--- src/rtl/id_stage_pipe.sv ---
// RV32I decode with register file, immediate/control generation and an ID/EX register; 1-cycle latency.
// Backpressure: in_ready drops on a held-but-unconsumed output, a load-use hazard or a flush.
module id_stage_pipe #(
    parameter int WORD_SIZE = 32,
    parameter int NUM_REGS  = 32,
    parameter int REG_SEL   = $clog2(NUM_REGS),
    parameter int ADDR_SIZE = 10
) (
    input  logic                 clk,
    input  logic                 rst,
    input  logic                 in_valid,
    output logic                 in_ready,
    input  logic [WORD_SIZE-1:0] in_instr,
    input  logic [ADDR_SIZE-1:0] in_pc,
    input  logic                 flush,
    input  logic                 wb_en,
    input  logic [REG_SEL-1:0]   wb_sel,
    input  logic [WORD_SIZE-1:0] wb_data,
    input  logic                 ex_mem_read,
    input  logic [REG_SEL-1:0]   ex_rd,
    output logic                 out_valid,
    input  logic                 out_ready,
    output logic [ADDR_SIZE-1:0] out_pc,
    output logic [REG_SEL-1:0]   out_rs1,
    output logic [REG_SEL-1:0]   out_rs2,
    output logic [REG_SEL-1:0]   out_rd,
    output logic [WORD_SIZE-1:0] out_rs1_data,
    output logic [WORD_SIZE-1:0] out_rs2_data,
    output logic [WORD_SIZE-1:0] out_immd,
    output logic [2:0]           out_instr_type,
    output logic [2:0]           out_funct3,
    output logic                 out_funct7b5,
    output logic                 out_alu_src_imm,
    output logic                 out_reg_write,
    output logic                 out_mem_read,
    output logic                 out_mem_write,
    output logic                 out_branch,
    output logic                 out_jump,
    output logic                 out_illegal
);

    localparam logic [2:0] T_R = 3'd0, T_I = 3'd1, T_S = 3'd2, T_B = 3'd3;
    localparam logic [2:0] T_U = 3'd4, T_J = 3'd5, T_NOP = 3'd7;

    typedef struct packed {
        logic [ADDR_SIZE-1:0] pc;
        logic [REG_SEL-1:0]   rs1;
        logic [REG_SEL-1:0]   rs2;
        logic [REG_SEL-1:0]   rd;
        logic [WORD_SIZE-1:0] rs1_data;
        logic [WORD_SIZE-1:0] rs2_data;
        logic [WORD_SIZE-1:0] immd;
        logic [2:0]           itype;
        logic [2:0]           funct3;
        logic                 funct7b5;
        logic                 alu_src_imm;
        logic                 reg_write;
        logic                 mem_read;
        logic                 mem_write;
        logic                 branch;
        logic                 jump;
        logic                 illegal;
    } idex_t;

    localparam idex_t IDEX_RESET = '{itype: T_NOP, default: '0};

    logic [WORD_SIZE-1:0] rf_q [NUM_REGS];
    idex_t                idex_q, idex_d, dec;
    logic                 out_valid_q, out_valid_d;

    logic [4:0]           opcode;
    logic                 is_r, is_i, is_s, is_b, is_u, is_j;
    logic [REG_SEL-1:0]   rs1, rs2, rd;
    logic [WORD_SIZE-1:0] rs1_data, rs2_data;
    logic                 hazard, accept;

    assign opcode = in_instr[6:2];
    assign rs1    = REG_SEL'(in_instr[19:15]);
    assign rs2    = REG_SEL'(in_instr[24:20]);
    assign rd     = REG_SEL'(in_instr[11:7]);

    always_comb begin
        is_r = 1'b0; is_i = 1'b0; is_s = 1'b0;
        is_b = 1'b0; is_u = 1'b0; is_j = 1'b0;
        if (in_instr[1:0] == 2'b11) begin
            case (opcode)
                5'b01100:                   is_r = 1'b1;
                5'b00100, 5'b00000, 5'b11001: is_i = 1'b1;
                5'b01000:                   is_s = 1'b1;
                5'b11000:                   is_b = 1'b1;
                5'b01101, 5'b00101:         is_u = 1'b1;
                5'b11011:                   is_j = 1'b1;
                default: ;
            endcase
        end
    end

    // Write-back data is forwarded so a same-cycle write is never missed by the read.
    assign rs1_data = (rs1 == '0) ? '0 :
                      (wb_en && wb_sel == rs1) ? wb_data : rf_q[rs1];
    assign rs2_data = (rs2 == '0) ? '0 :
                      (wb_en && wb_sel == rs2) ? wb_data : rf_q[rs2];

    assign hazard = in_valid && ex_mem_read && (ex_rd != '0) &&
                    (((is_r || is_i || is_s || is_b) && ex_rd == rs1) ||
                     ((is_r || is_s || is_b) && ex_rd == rs2));
    assign in_ready = (!out_valid_q || out_ready) && !hazard && !flush;
    assign accept   = in_valid && in_ready;

    always_comb begin
        dec          = '0;
        dec.pc       = in_pc;
        dec.rs1      = rs1;
        dec.rs2      = rs2;
        dec.rd       = rd;
        dec.rs1_data = rs1_data;
        dec.rs2_data = rs2_data;
        dec.funct3   = in_instr[14:12];
        dec.funct7b5 = in_instr[30];
        dec.itype    = T_NOP;
        if (is_r) dec.itype = T_R;
        if (is_i) dec.itype = T_I;
        if (is_s) dec.itype = T_S;
        if (is_b) dec.itype = T_B;
        if (is_u) dec.itype = T_U;
        if (is_j) dec.itype = T_J;
        if (is_i) dec.immd = {{20{in_instr[31]}}, in_instr[31:20]};
        if (is_s) dec.immd = {{20{in_instr[31]}}, in_instr[31:25], in_instr[11:7]};
        if (is_b) dec.immd = {{19{in_instr[31]}}, in_instr[31], in_instr[7],
                              in_instr[30:25], in_instr[11:8], 1'b0};
        if (is_u) dec.immd = {in_instr[31:12], 12'b0};
        if (is_j) dec.immd = {{11{in_instr[31]}}, in_instr[31], in_instr[19:12],
                              in_instr[20], in_instr[30:21], 1'b0};
        dec.alu_src_imm = !(is_r || is_b);
        dec.reg_write   = is_r || is_i || is_u || is_j;
        dec.mem_read    = is_i && (opcode == 5'b00000);
        dec.mem_write   = is_s;
        dec.branch      = is_b;
        dec.jump        = is_j || (is_i && opcode == 5'b11001);
        dec.illegal     = !(is_r || is_i || is_s || is_b || is_u || is_j);
    end

    always_comb begin
        out_valid_d = out_valid_q;
        idex_d      = idex_q;
        if (flush) begin
            out_valid_d = 1'b0;
        end else if (accept) begin
            out_valid_d = 1'b1;
            idex_d      = dec;
        end else if (out_ready) begin
            out_valid_d = 1'b0;
        end
    end

    always_ff @(posedge clk) begin
        if (rst) begin
            out_valid_q <= 1'b0;
            idex_q      <= IDEX_RESET;
        end else begin
            out_valid_q <= out_valid_d;
            idex_q      <= idex_d;
        end
    end

    always_ff @(posedge clk) begin
        if (rst) begin
            for (int i = 0; i < NUM_REGS; i++) rf_q[i] <= '0;
        end else if (wb_en && wb_sel != '0) begin
            rf_q[wb_sel] <= wb_data;
        end
    end

    assign out_valid       = out_valid_q;
    assign out_pc          = idex_q.pc;
    assign out_rs1         = idex_q.rs1;
    assign out_rs2         = idex_q.rs2;
    assign out_rd          = idex_q.rd;
    assign out_rs1_data    = idex_q.rs1_data;
    assign out_rs2_data    = idex_q.rs2_data;
    assign out_immd        = idex_q.immd;
    assign out_instr_type  = idex_q.itype;
    assign out_funct3      = idex_q.funct3;
    assign out_funct7b5    = idex_q.funct7b5;
    assign out_alu_src_imm = idex_q.alu_src_imm;
    assign out_reg_write   = idex_q.reg_write;
    assign out_mem_read    = idex_q.mem_read;
    assign out_mem_write   = idex_q.mem_write;
    assign out_branch      = idex_q.branch;
    assign out_jump        = idex_q.jump;
    assign out_illegal     = idex_q.illegal;

endmodule

--- config.mk ---
export PLATFORM = sky130hd
export DESIGN_NAME = id_stage_pipe
export DESIGN_NICKNAME = d
export VERILOG_FILES = /design/src/rtl/id_stage_pipe.sv
export SDC_FILE = /design/constraint.sdc
export NUM_CORES = 2
export LEC_CHECK = 0
export BUFFER_PORTS_ARGS = -buffer_cell sky130_fd_sc_hd__clkbuf_2
export CAP_MARGIN = 20
export CORE_ASPECT_RATIO = 2
export CORE_MARGIN = 3
export CORE_UTILIZATION = 28
export CTS_CLUSTER_SIZE = 30
export DETAILED_ROUTE_END_ITERATION = 10
export HOLD_SLACK_MARGIN = 0.15
export MAX_ROUTING_LAYER = met4
export PLACE_DENSITY = 0.52
export SLEW_MARGIN = 10
export SYNTH_ARGS = -nofsm -noshare
export SYNTH_HDL_FRONTEND = slang
export SYNTH_SLANG_ARGS = --single-unit
--- constraint.sdc ---
create_clock -name clk -period 2.64 [get_ports clk]
set_input_delay 0.264 -clock clk [delete_from_list [all_inputs] [get_ports clk]]
set_output_delay 0.264 -clock clk [all_outputs]
set_load 0.02 [all_outputs]
==> results.py <==
metrics = {
    "timing": {
        "setup_violations": 0,
        "post-route-period-util_pct": 94.51,
        "period_minus_slack_ns": 2.495,
        "rsz0062_at_grt": "no",
        "relSlewSlack_pct": 35.00,
        "finalHoldViolations": 0,
        "fmax_ghz": 0.4008,
        "skew_ns": 0.09064,
        "tns_ns": 0,
        "slew_violations": 0,
        "worstMarginPinSlew_ns": 0.9749,
    },
    "power": {
        "ir_worst_vdd_mv": 0.6290,
        "power_density_mw_per_mm2": 603.3,
        "pwr-share-clk_pct": 37.7,
        "comb_power_share_pct": 14.7,
        "p_leak_nw": 26.95,
        "seqPwrFrac_pct": 47.6,
        "switching_share_pct": 27.17,
        "internal-power_mw": 33.02,
        "p_sw_mw": 12.32,
        "power_mw": 45.34,
    },
    "routing": {
        "ant_nets": 0,
        "drc": 0,
        "first_pass_iters": 6,
        "wl_per_cell_um": 33.83,
        "vias": 45740,
        "routed_wl_um": 277000,
        "drtIter0Drc": 4741,
        "via_per_inst": 5.584,
    },
    "worst_setup_path": {
        "criticalPathCategory": "in -> reg",
        "crit_start": "in_instr[18]",
        "reg2reg_slack_ns": 0.24,
        "crit_path_end_kind": "register",
        "path_buf_inv": 5,
        "crit_slowest_cell": "dlygate4sd3_1",
        "cp.arrival_ns": 3.07,
        "worstPathMaxFanout": 21,
        "crit_path_start_kind": "input pin",
        "regToRegStartpoint": "out_valid",
        "crit_required_ns": 3.22,
        "cp_cell_sequence": "dlygate4sd3_1 -> buf_6 -> buf_4 -> buf_4 -> nor2_2 -> buf_4 -> a22oi_1 -> a21oi_1 -> a31oi_1 -> o22ai_2",
        "max_stage_delay_ns": 0.54,
        "crit_path_frequent_cell": "buf_4",
        "crit_family": "buffers and inverters",
    },
    "cts": {
        "h-tree-depth": 3,
        "clock-sinks": 1160,
        "cts_tree": "yes",
        "clk_latency_ns": 0.77,
        "path_clk_slew_ns": 0.07,
        "cts_made_buffers": 108,
        "cts.path.max_buffers": 3,
        "cts_root_buffer": "clkbuf_16",
    },
    "die": {
        "num_rows": 244,
        "pin_count": 228,
        "core-area_mm2": 0.2213,
        "die_h_um": 673.9,
        "die_w_um": 339.9,
        "fp.dieArea_mm2": 0.2291,
        "initial_core_util_pct": 28.21,
    },
    "grt": {
        "grt.total_usage_pct": 24.25,
        "grt_max_degree": 128,
        "grt_pass1_wl_um": 376800,
        "grt_overflow": 0,
        "antenna_found_initial": 39,
        "grt_pass1_vias": 46980,
    },
    "worst_hold_path": {
        "hold_class": "in -> reg",
        "min_from": "wb_data[9]",
    },
    "place": {
        "dpl.hpwl_um": 184700,
        "port_buffers": 227,
        "place.gp.congestion": 0.8846,
        "dp.cells": 7905,
        "dpl_cell_area_mm2": 0.07075,
    },
    "synthesis": {
        "ys_top_cells_by_area": "edfxtp_1, mux4_2, and2_1, mux2i_1, dfxtp_1",
        "synth_common_cells": "edfxtp_1, and2_1, mux4_2",
        "yosysTopAreaCell": "edfxtp_1",
        "syn_area_mm2": 0.06245,
        "synth_top_area_share_pct": 49.24,
        "yosysWarnings": 0,
        "syn_inst": 4720,
        "synth.most_common_cell": "edfxtp_1",
        "synth_async_sr_flop_share_pct": 0,
        "ys_seq_elements": 1160,
        "synth.distinct_cells": 71,
        "synth_ff_type": "edfxtp_1",
        "ys_seq_area_share_pct": 53.60,
        "syn_avg_cell_area_um2": 13.23,
        "synth_edf_count": 1024,
    },
    "final_layout": {
        "instances_no_fill": 8190,
        "area_delta_synth_final_pct": 20.35,
        "final_nets": 5204,
        "final_area_mm2": 0.07515,
        "final_layout_size_suffix_gt1_share_pct": 28.57,
    },
    "flow_run": {
        "max_cap_violations": 0,
    },
    "outcome": {
        "outcome": "completed",
    },
}
layout make-up:
class | instances | area [µm²]
clock buffer | 144 | 2962
sequential | 1160 | 33470
multi-input combinational | 3079 | 27190
timing repair buffer | 753 | 6899
antenna | 30 | 75.07
clock inverter | 61 | 824.5
inverter | 11 | 41.29
fill | 21490 | 146200
tap | 2952 | 3694
cells by family (layout without fill, tap and decap cells):
logic type,Yosys count,after routing,synth area share [%]
and+or+nand+nor,1516,1516,13.94
xor gates and xnor gates,21,21,0.2945
AOI/OAI and AO/OA,708,708,8.229
other,1,62,0.006005
buffers and inverters,512,969,3.608
DFF,1160,1160,53.60
muxes,802,802,20.32
flip-flops by register name, summed over array words and instances, names as in the netlist, 3 cells and up:
| signal | count |
|---|---|
| out_immd | 32 |
| out_rs2 | 5 |
| out_instr_type | 3 |
| out_funct3 | 3 |
| out_pc | 10 |
| out_rd | 5 |
| out_rs1_data | 32 |
| out_rs2_data | 32 |
| rf_q | 1024 |
| out_rs1 | 5 |
final timing paths:
check                                         end  cells past startpoint
worst min-delay path              out_rs2_data[9]                      2
worst max register to register    out_rs2_data[9]                      9
worst max-delay path              out_rs1_data[5]                     10
worst min register to register  out_instr_type[1]                      2
metrics by stage:
stage / utilization, % / setup WS (ns) / hold WS [ns]
2_1_floorplan: - / 0.3888 / 0.3408
3_3_place_gp: 31.97 / -0.2380 / 0.4362
3_5_place_dp: 31.97 / -0.2492 / 0.4429
4_1_cts: 33.90 / 0.01475 / 0.1515
5_1_grt: 33.95 / 0.06077 / 0.2272
6_report: 33.95 / 0.1449 / 0.2051
cell usage in the layout, fill, tap and decap left out, types with 127 or more instances in the layout:
| master | instances |
|---|---|
| a21oi_1 | 158 |
| a22oi_1 | 152 |
| and2_1 | 1000 |
| buf_12 | 127 |
| buf_4 | 352 |
| clkbuf_2 | 219 |
| dfxtp_1 | 136 |
| edfxtp_1 | 1024 |
| mux2i_1 | 324 |
| mux4_2 | 361 |
| nand2_1 | 168 |
power by group through the flow:
stage	Clock (mW)	Sequential, mW	Combinational, mW
final	17.1	21.6	6.65
after global routing	17.9	21.7	6.88
after CTS	17.4	21.6	6.60
after detailed placement	0	22.0	6.53
after global placement	0	21.9	6.51
after floorplan	0	21.8	3.45
timing repair:
item,in CTS,in global routing
cloned,0,1
endpoints found under the setup margin,1,4
buffers inserted,0,2
hold buffers,49,0
hold endpoints to repair,60,0
pin swaps,0,0
resized for setup,2,3
routing by layer:
| layer | vias up | part of all wire (%) | track usage (%) |
|---|---|---|---|
| met5 | - | 0 | - |
| met4 | 0 | 8.2 | 17.33 |
| met3 | 891 | 6.7 | 3.771 |
| met2 | 2489 | 51 | 41.74 |
| met1 | 23620 | 34 | 25.24 |
| li1 | 18730 | - | - |
worst reg2reg max path: stages, from the launching register on:
cell and delay, ns:
dfxtp_1 0.35, nor2b_1 0.18, nor2_1 0.12, nand2_1 0.15, nor3_1 0.23, or3b_2 0.57
buf_4 0.28, buf_12 0.19, nor3_1 0.21, a221o_1 0.13
Power figures use the tool's default switching activity.
